<file path="config.mk">
export PLATFORM = sky130hd
export DESIGN_NAME = regfile_dump_flat
export DESIGN_NICKNAME = d
export VERILOG_FILES = /design/src/rtl/regfile_dump_if.sv /design/src/rtl/regfile_dump.sv /design/src/flat_wrapper.sv
export SDC_FILE = /design/constraint.sdc
export NUM_CORES = 1
export LEC_CHECK = 0
export CAP_MARGIN = 15
export CORE_MARGIN = 2
export CORE_UTILIZATION = 41
export DETAILED_ROUTE_END_ITERATION = 6
export MAX_ROUTING_LAYER = met4
export PLACE_DENSITY = 0.87
export REMOVE_ABC_BUFFERS = 1
export SLEW_MARGIN = 15
export SYNTH_ARGS = -nofsm -noshare
export SYNTH_HDL_FRONTEND = slang
export SYNTH_SLANG_ARGS = --single-unit
</file>
<file path="constraint.sdc">
create_clock -name clk -period 2.3 [get_ports clk]
set_input_delay 0.575 -clock clk [delete_from_list [all_inputs] [get_ports clk]]
set_output_delay 0.575 -clock clk [all_outputs]
set_load 0.05 [all_outputs]
</file>
<file path="src/rtl/regfile_dump_if.sv">
`default_nettype none
// ============================================================================
// Module   : regfile_dump_if
// Brief    : Start/status, register-file read port and word stream of the dump engine
// Revision : 1.0
// ============================================================================
interface regfile_dump_if #(
  parameter int AW = 5,
  parameter int DW = 32
);
  logic          start;
  logic          busy;
  logic [AW-1:0] rd_addr;
  logic [DW-1:0] rd_data;
  logic          out_valid;
  logic          out_ready;
  logic [AW-1:0] out_index;
  logic [DW-1:0] out_data;
  logic          out_last;
  logic          done;

  // Engine side: issues read addresses and produces the word stream.
  modport master (
    input  start,
    input  rd_data,
    input  out_ready,
    output busy,
    output rd_addr,
    output out_valid,
    output out_index,
    output out_data,
    output out_last,
    output done
  );

  // Environment side: register file, requester and stream consumer.
  modport slave (
    output start,
    output rd_data,
    output out_ready,
    input  busy,
    input  rd_addr,
    input  out_valid,
    input  out_index,
    input  out_data,
    input  out_last,
    input  done
  );
endinterface
`default_nettype wire

</file>
<file path="src/rtl/regfile_dump.sv">
`default_nettype none
// ============================================================================
// Module   : regfile_dump
// Brief    : Walks register indices 0..NREGS-1 and streams (index, value) pairs
// Revision : 1.0
// ============================================================================
module regfile_dump #(
  parameter int NREGS = 32,
  parameter int AW    = 5,
  parameter int DW    = 32
) (
  input  wire logic      clk,
  input  wire logic      reset,
  regfile_dump_if.master bus
);

  typedef enum logic [1:0] {
    S_IDLE = 2'd0,
    S_LOAD = 2'd1,
    S_SEND = 2'd2
  } state_t;

  localparam logic [AW-1:0] C_LAST_IDX = AW'(NREGS - 1);

  state_t        r_state,     w_state_nxt;
  logic [AW-1:0] r_idx,       w_idx_nxt;
  logic          r_out_valid, w_out_valid_nxt;
  logic [AW-1:0] r_out_index, w_out_index_nxt;
  logic [DW-1:0] r_out_data,  w_out_data_nxt;
  logic          r_out_last,  w_out_last_nxt;
  logic          r_done,      w_done_nxt;
  logic [AW-1:0] w_rd_addr;
  logic          w_accept;

  assign w_accept = r_out_valid && bus.out_ready;

  always_ff @(posedge clk) begin
    if (reset) begin
      r_state     <= S_IDLE;
      r_idx       <= '0;
      r_out_valid <= 1'b0;
      r_out_index <= '0;
      r_out_data  <= '0;
      r_out_last  <= 1'b0;
      r_done      <= 1'b0;
    end else begin
      r_state     <= w_state_nxt;
      r_idx       <= w_idx_nxt;
      r_out_valid <= w_out_valid_nxt;
      r_out_index <= w_out_index_nxt;
      r_out_data  <= w_out_data_nxt;
      r_out_last  <= w_out_last_nxt;
      r_done      <= w_done_nxt;
    end
  end

  always_comb begin
    w_state_nxt     = r_state;
    w_idx_nxt       = r_idx;
    w_out_valid_nxt = r_out_valid;
    w_out_index_nxt = r_out_index;
    w_out_data_nxt  = r_out_data;
    w_out_last_nxt  = r_out_last;
    w_done_nxt      = 1'b0;
    w_rd_addr       = r_idx;

    case (r_state)
      S_IDLE: begin
        w_rd_addr = '0;
        if (bus.start) begin
          w_idx_nxt   = '0;
          w_state_nxt = S_LOAD;
        end
      end
      // Sampling here means a same-edge write to this index is not seen.
      S_LOAD: begin
        w_out_data_nxt  = bus.rd_data;
        w_out_index_nxt = r_idx;
        w_out_valid_nxt = 1'b1;
        w_out_last_nxt  = (r_idx == C_LAST_IDX);
        w_state_nxt     = S_SEND;
      end
      S_SEND: begin
        if (w_accept) begin
          w_out_valid_nxt = 1'b0;
          if (r_idx == C_LAST_IDX) begin
            w_done_nxt  = 1'b1;
            w_state_nxt = S_IDLE;
          end else begin
            w_idx_nxt   = r_idx + 1'b1;
            w_state_nxt = S_LOAD;
          end
        end
      end
      default: begin
        w_state_nxt = S_IDLE;
      end
    endcase
  end

  assign bus.busy      = (r_state != S_IDLE);
  assign bus.rd_addr   = w_rd_addr;
  assign bus.out_valid = r_out_valid;
  assign bus.out_index = r_out_index;
  assign bus.out_data  = r_out_data;
  assign bus.out_last  = r_out_last;
  assign bus.done      = r_done;

endmodule
`default_nettype wire
</file>
<file path="src/flat_wrapper.sv">
// flat-port wrapper written by rule: the top's interface ports become plain ports
module regfile_dump_flat 
#(
  parameter int NREGS = 32,
  parameter int AW    = 5,
  parameter int DW    = 32
)
  (clk, reset, bus_start, bus_rd_data, bus_out_ready, bus_busy, bus_rd_addr, bus_out_valid, bus_out_index, bus_out_data, bus_out_last, bus_done);
  regfile_dump_if #(.AW(AW), .DW(DW)) bus_i ();
  input  wire logic clk;
  input  wire logic reset;
  input wire logic [$bits(bus_i.start)-1:0] bus_start;
  input wire logic [$bits(bus_i.rd_data)-1:0] bus_rd_data;
  input wire logic [$bits(bus_i.out_ready)-1:0] bus_out_ready;
  output wire logic [$bits(bus_i.busy)-1:0] bus_busy;
  output wire logic [$bits(bus_i.rd_addr)-1:0] bus_rd_addr;
  output wire logic [$bits(bus_i.out_valid)-1:0] bus_out_valid;
  output wire logic [$bits(bus_i.out_index)-1:0] bus_out_index;
  output wire logic [$bits(bus_i.out_data)-1:0] bus_out_data;
  output wire logic [$bits(bus_i.out_last)-1:0] bus_out_last;
  output wire logic [$bits(bus_i.done)-1:0] bus_done;
  assign bus_i.start = bus_start;
  assign bus_i.rd_data = bus_rd_data;
  assign bus_i.out_ready = bus_out_ready;
  assign bus_busy = bus_i.busy;
  assign bus_rd_addr = bus_i.rd_addr;
  assign bus_out_valid = bus_i.out_valid;
  assign bus_out_index = bus_i.out_index;
  assign bus_out_data = bus_i.out_data;
  assign bus_out_last = bus_i.out_last;
  assign bus_done = bus_i.done;
  regfile_dump #(.NREGS(NREGS), .AW(AW), .DW(DW)) u_core (.clk(clk), .reset(reset), .bus(bus_i));
endmodule
</file>
## Word-level counts from Yosys, hierarchy flattened

Index checks and enable logic that the tools add are counted.

| operators by class | value |
|---|---|
| eq/ne operators | 6 |
| reductions and logical operators | 9 |
| bitwise logic cells | 2 |
| muxes and demuxes | 12 |
| add/subtract/negate cells | 1 |

Operators by type and width:

| cell | number |
|---|---|
| 5-bit two-way mux | 4 |
| 5-bit case mux with 2 select lines | 1 |
| 2-bit case mux with 3 select lines | 1 |
| 2-bit nonzero test | 3 |
| 5-bit by 1-bit adder with 5-bit output (second input constant) | 1 |
| 5-bit == test (second input constant) | 1 |
| 2-bit two-way mux | 2 |
| 2-bit != test (second input constant) | 2 |
| 2-bit AND reduction | 2 |
| 4-bit AND reduction | 1 |
| 1-bit two-way mux | 3 |
| 3-bit OR reduction | 1 |
| 2-bit by 1-bit == test with 1-bit output (second input constant) | 1 |
| 2-bit == test (second input constant) | 1 |
| 2-bit logical NOT | 1 |
| 2-bit by 1-bit != test with 1-bit output (second input constant) | 1 |
| 1-bit NOT | 2 |
| 1-bit case mux with 2 select lines | 1 |
| 1-bit logical AND | 1 |

| storage, ports and cells | value |
|---|---|
| bits in registers | 47 |
| input port bits | 36 |

## Longest topological paths before layout

| depth | value |
|---|---|
| word-level depth | 4 |
| gate-level depth with buffers | 6 |
| depth with buffers taken out | 6 |

## Least setup slack after synthesis

OpenSTA, ideal clock, no wires.

| timing | value |
|---|---|
| kind | register -> output |
| start point | reg u_core.r_state[1] |
| end point | out bus_rd_addr[0] |
| required time | 1.725 ns |
| arrival time | 1.230 ns |
| slack | 0.495 ns |
| cell stages (with the launch flop) | 3 |
| cell sequence | dfxtp_1 > nor2_2 > nor2b_1 |

| on the way | value |
|---|---|
| word-level cells in the longest chain between the ends | 2 |

Ends and longest elaborated chain:

| what | RTL line | text |
|---|---|---|
| start: declaration | regfile_dump.sv:25 | `state_t r_state, w_state_nxt;` |
| start signal: assignment | regfile_dump.sv:47 | `r_state <= w_state_nxt;` |
| 2-bit logical NOT | regfile_dump.sv:67 | `case (r_state)` |
| 5-bit two-way mux | regfile_dump.sv:67 |  |
| end: declaration | flat_wrapper.sv:16 | `output wire logic [$bits(bus_i.rd_addr)-1:0] bus_rd_addr;` |

Every way passes these cells.

## Worst setup path in the final report

| timing | value |
|---|---|
| start point | reg u_core.r_out_valid, in the netlist u_core.bus.out_valid |
| end point | out bus_out_valid |

RTL lines:

| what | RTL line | text |
|---|---|---|
| start: declaration | regfile_dump.sv:27 | `logic r_out_valid, w_out_valid_nxt;` |
| start signal: assignment | regfile_dump.sv:49 | `r_out_valid <= w_out_valid_nxt;` |
| end: declaration | flat_wrapper.sv:17 | `output wire logic [$bits(bus_i.out_valid)-1:0] bus_out_valid;` |

No word-level cell between the ends.

==> flow_summary.toml <==
[power]
p_leak_nw = 0.9955
combPwrFrac = 0.206
power_frac_clock = 0.289
p_per_area_nw_per_um2 = 637.6
p_switching_mw = 0.4956
seq_power_share = 0.505
p_int_mw = 1.220
vdd_drop_max_uv = 347.3
switching_share = 0.2888

[die]
initial_utilization = 0.4369
ios = 82
core.rowCount = 23
die_area_um2 = 4899
die-height_um = 69.99
fp.dieW_um = 69.99
core_um2 = 4086

[setup_path]
cp_max_fo = 5
cp-end-kind = "output pin"
path_cells = "clkdlybuf4s50_1"
cp-start-kind = "register"
crit_family = "buffers and inverters"
crit_arrival_ns = 1.54
cpPeakStageDelay_ns = 0.83
rrSetupSlack_ns = 0.36
critPathSlowestCell = "clkdlybuf4s50_1"
crit_buf_inv = 1
worst_ep_required_time_ns = 1.73
critPathKind = "reg -> out"

[clock_tree]
htreeDepth = 2
post_cts_buffers = 0
cts_buffer_depth = 2
cts_buffers = 5
clk-insertion-delay-late_ns = 0.30
cts-root-buf = "clkbuf_8"
cts_tree = "yes"
clkTransAtPathRegs_ns = 0.08
cts.sinks = 47

[layout]
nFillCells = 351
insertedDiodeCount = 0
areaGrowthSynthToFinish_pct = 50.74
mostFrequentLayoutCell = "nand2_1"
final_layout_size_suffix_gt1_frac = 0.06463
final_cell_mix = "nand2_1 (77), clkdlybuf4s50_1 (74), dfxtp_1 (47)"
final_nets = 332

[placement]
dpl.hpwl_um = 3180
place.gp.congestion = 0.8574
dp_slack_ns = 0.2608
port_buffers = 81

[detailed_routing]
drc_errors = 0
firstDrtPassIters = 4
wirelength_um = 4433
drt_iter0_drc = 124
vias_per_cell = 4.910
drt.antenna.violating_nets = 0
wire_per_inst_um = 12.89
vias = 1689

[sta]
fin_ws_ns = 0.1865
maxSlewHeadroom = 0.6534
setup_viol = 0
slew_viol_final = 0
hold_viol = 0
fin_worst_skew_ns = 0.005054
period_minus_slack_ns = 2.113
worstMarginPinSlew_ns = 0.5183
grt_setup_unrepaired = "no"
post-route-period-util = 0.9189
fmax_ghz = 0.4731
tns_ns = 0

[synth]
synth_warnings = 0
async_flop_share = 0
synth_edf_count = 0
syn-instance-count = 215
ys_seq_area_frac = 0.5270
syn_area_per_cell_um2 = 8.304
ys_ff_latch = 47
ys_dominant_reg_cell = "dfxtp_1"
ys_types = 30
syn-cell-area_um2 = 1785

[hold_path]
min_path_type = "reg -> reg"

[grt]
antenna_found_initial = 0
globalRouteTotalUtil = 0.1907
grt_pass1_wl_um = 7383
first_global_vias = 1613
grt_remaining_overflow = 0
grt_max_degree = 41

[run_status]
outcome = "completed"

[flow_run]
cap_violations = 0
[registers in the layout, indices dropped and copies added, names as in the netlist]
name / cells
u_core.bus.out_index: 5
u_core.r_idx: 5
u_core.bus.done: 1
u_core.r_state: 2
u_core.bus.out_data: 32
u_core.bus.out_last: 1
u_core.bus.out_valid: 1
[kinds of logic (layout without fill, tap and decap cells)]
kind of cell / after synthesis / count (layout) / share of synthesized area
AO/OA/AOI/OAI: 46 / 46 / 0.1549
AND/OR/NAND/NOR: 104 / 104 / 0.2572
adder cells (fa/ha/maj): 2 / 2 / 0.01401
buffers and inverters: 15 / 94 / 0.04134
multiplexers: 1 / 1 / 0.005606
flip-flops: 47 / 47 / 0.5270
[worst paths after layout]
| check | from | endpoint | cells past startpoint |
|---|---|---|---|
| worst max-delay path | u_core.bus.out_valid$_SDFFE_PP0P_ | bus_out_valid | 1 |
| worst min-delay path | u_core.bus.out_data[29]$_SDFFE_PP0P_ | u_core.bus.out_data[29]$_SDFFE_PP0P_ | 2 |
| worst max register to register | u_core.r_idx[0]$_SDFFE_PP0P_ | u_core.r_idx[2]$_SDFFE_PP0P_ | 6 |
| worst min register to register | u_core.bus.out_data[29]$_SDFFE_PP0P_ | u_core.bus.out_data[29]$_SDFFE_PP0P_ | 2 |
[final cells by class]
class | instances | area, um^2 | area share
clock buffer | 6 | 82.58 | 0.03068
sequential | 47 | 940.9 | 0.3496
multi-input combinational | 153 | 770.7 | 0.2864
timing repair buffer | 85 | 822.0 | 0.3054
inverter | 2 | 7.507 | 0.002789
tap | 50 | 62.56 | 0.02325
clock inverter | 1 | 5.005 | 0.001860
[Yosys cell counts (3+ instances only)]
cell	instances	area share
buf_2	5	0.014
nor2b_1	8	0.028
nor2_1	4	0.0084
a21oi_1	39	0.11
buf_4	3	0.013
dfxtp_1	47	0.53
nand2_1	77	0.16
clkbuf_1	4	0.0084
[per-layer routing]
layer / wire [um] / vias up / track usage
met5: 0 / - / -
met4: 34 / 0 / 0.04274
met3: 399 / 3 / 0.07504
met2: 2104 / 66 / 0.2974
met1: 1895 / 758 / 0.2341
li1: - / 862 / -
[through the flow]
stage	power, mW	area (um^2)	hold slack (ns)	utilization	cells
2_1_floorplan	1.076	1719	0.4503	-	202
3_3_place_gp	1.236	2605	0.4404	0.6375	337
3_5_place_dp	1.243	2605	0.4459	0.6375	337
4_1_cts	1.731	2691	0.4572	0.6586	344
5_1_grt	1.802	2691	0.4776	0.6586	344
6_report	1.716	2691	0.4536	0.6586	344
[power groups by stage]
stage                     sequential [mW]  clock (mW)  combinational (mW)
after floorplan                     0.989           0              0.0866
after global placement              0.883           0               0.353
after detailed placement            0.886           0               0.356
after CTS                           0.867       0.508               0.356
after global routing                0.872       0.554               0.376
final                               0.866       0.496               0.353
[what timing repair did]
action	in CTS	in global routing
gates resized for setup	1	0
endpoints found under the setup margin	1	0
hold buffers	0	0
No activity file was read; power rests on OpenSTA's default activity.
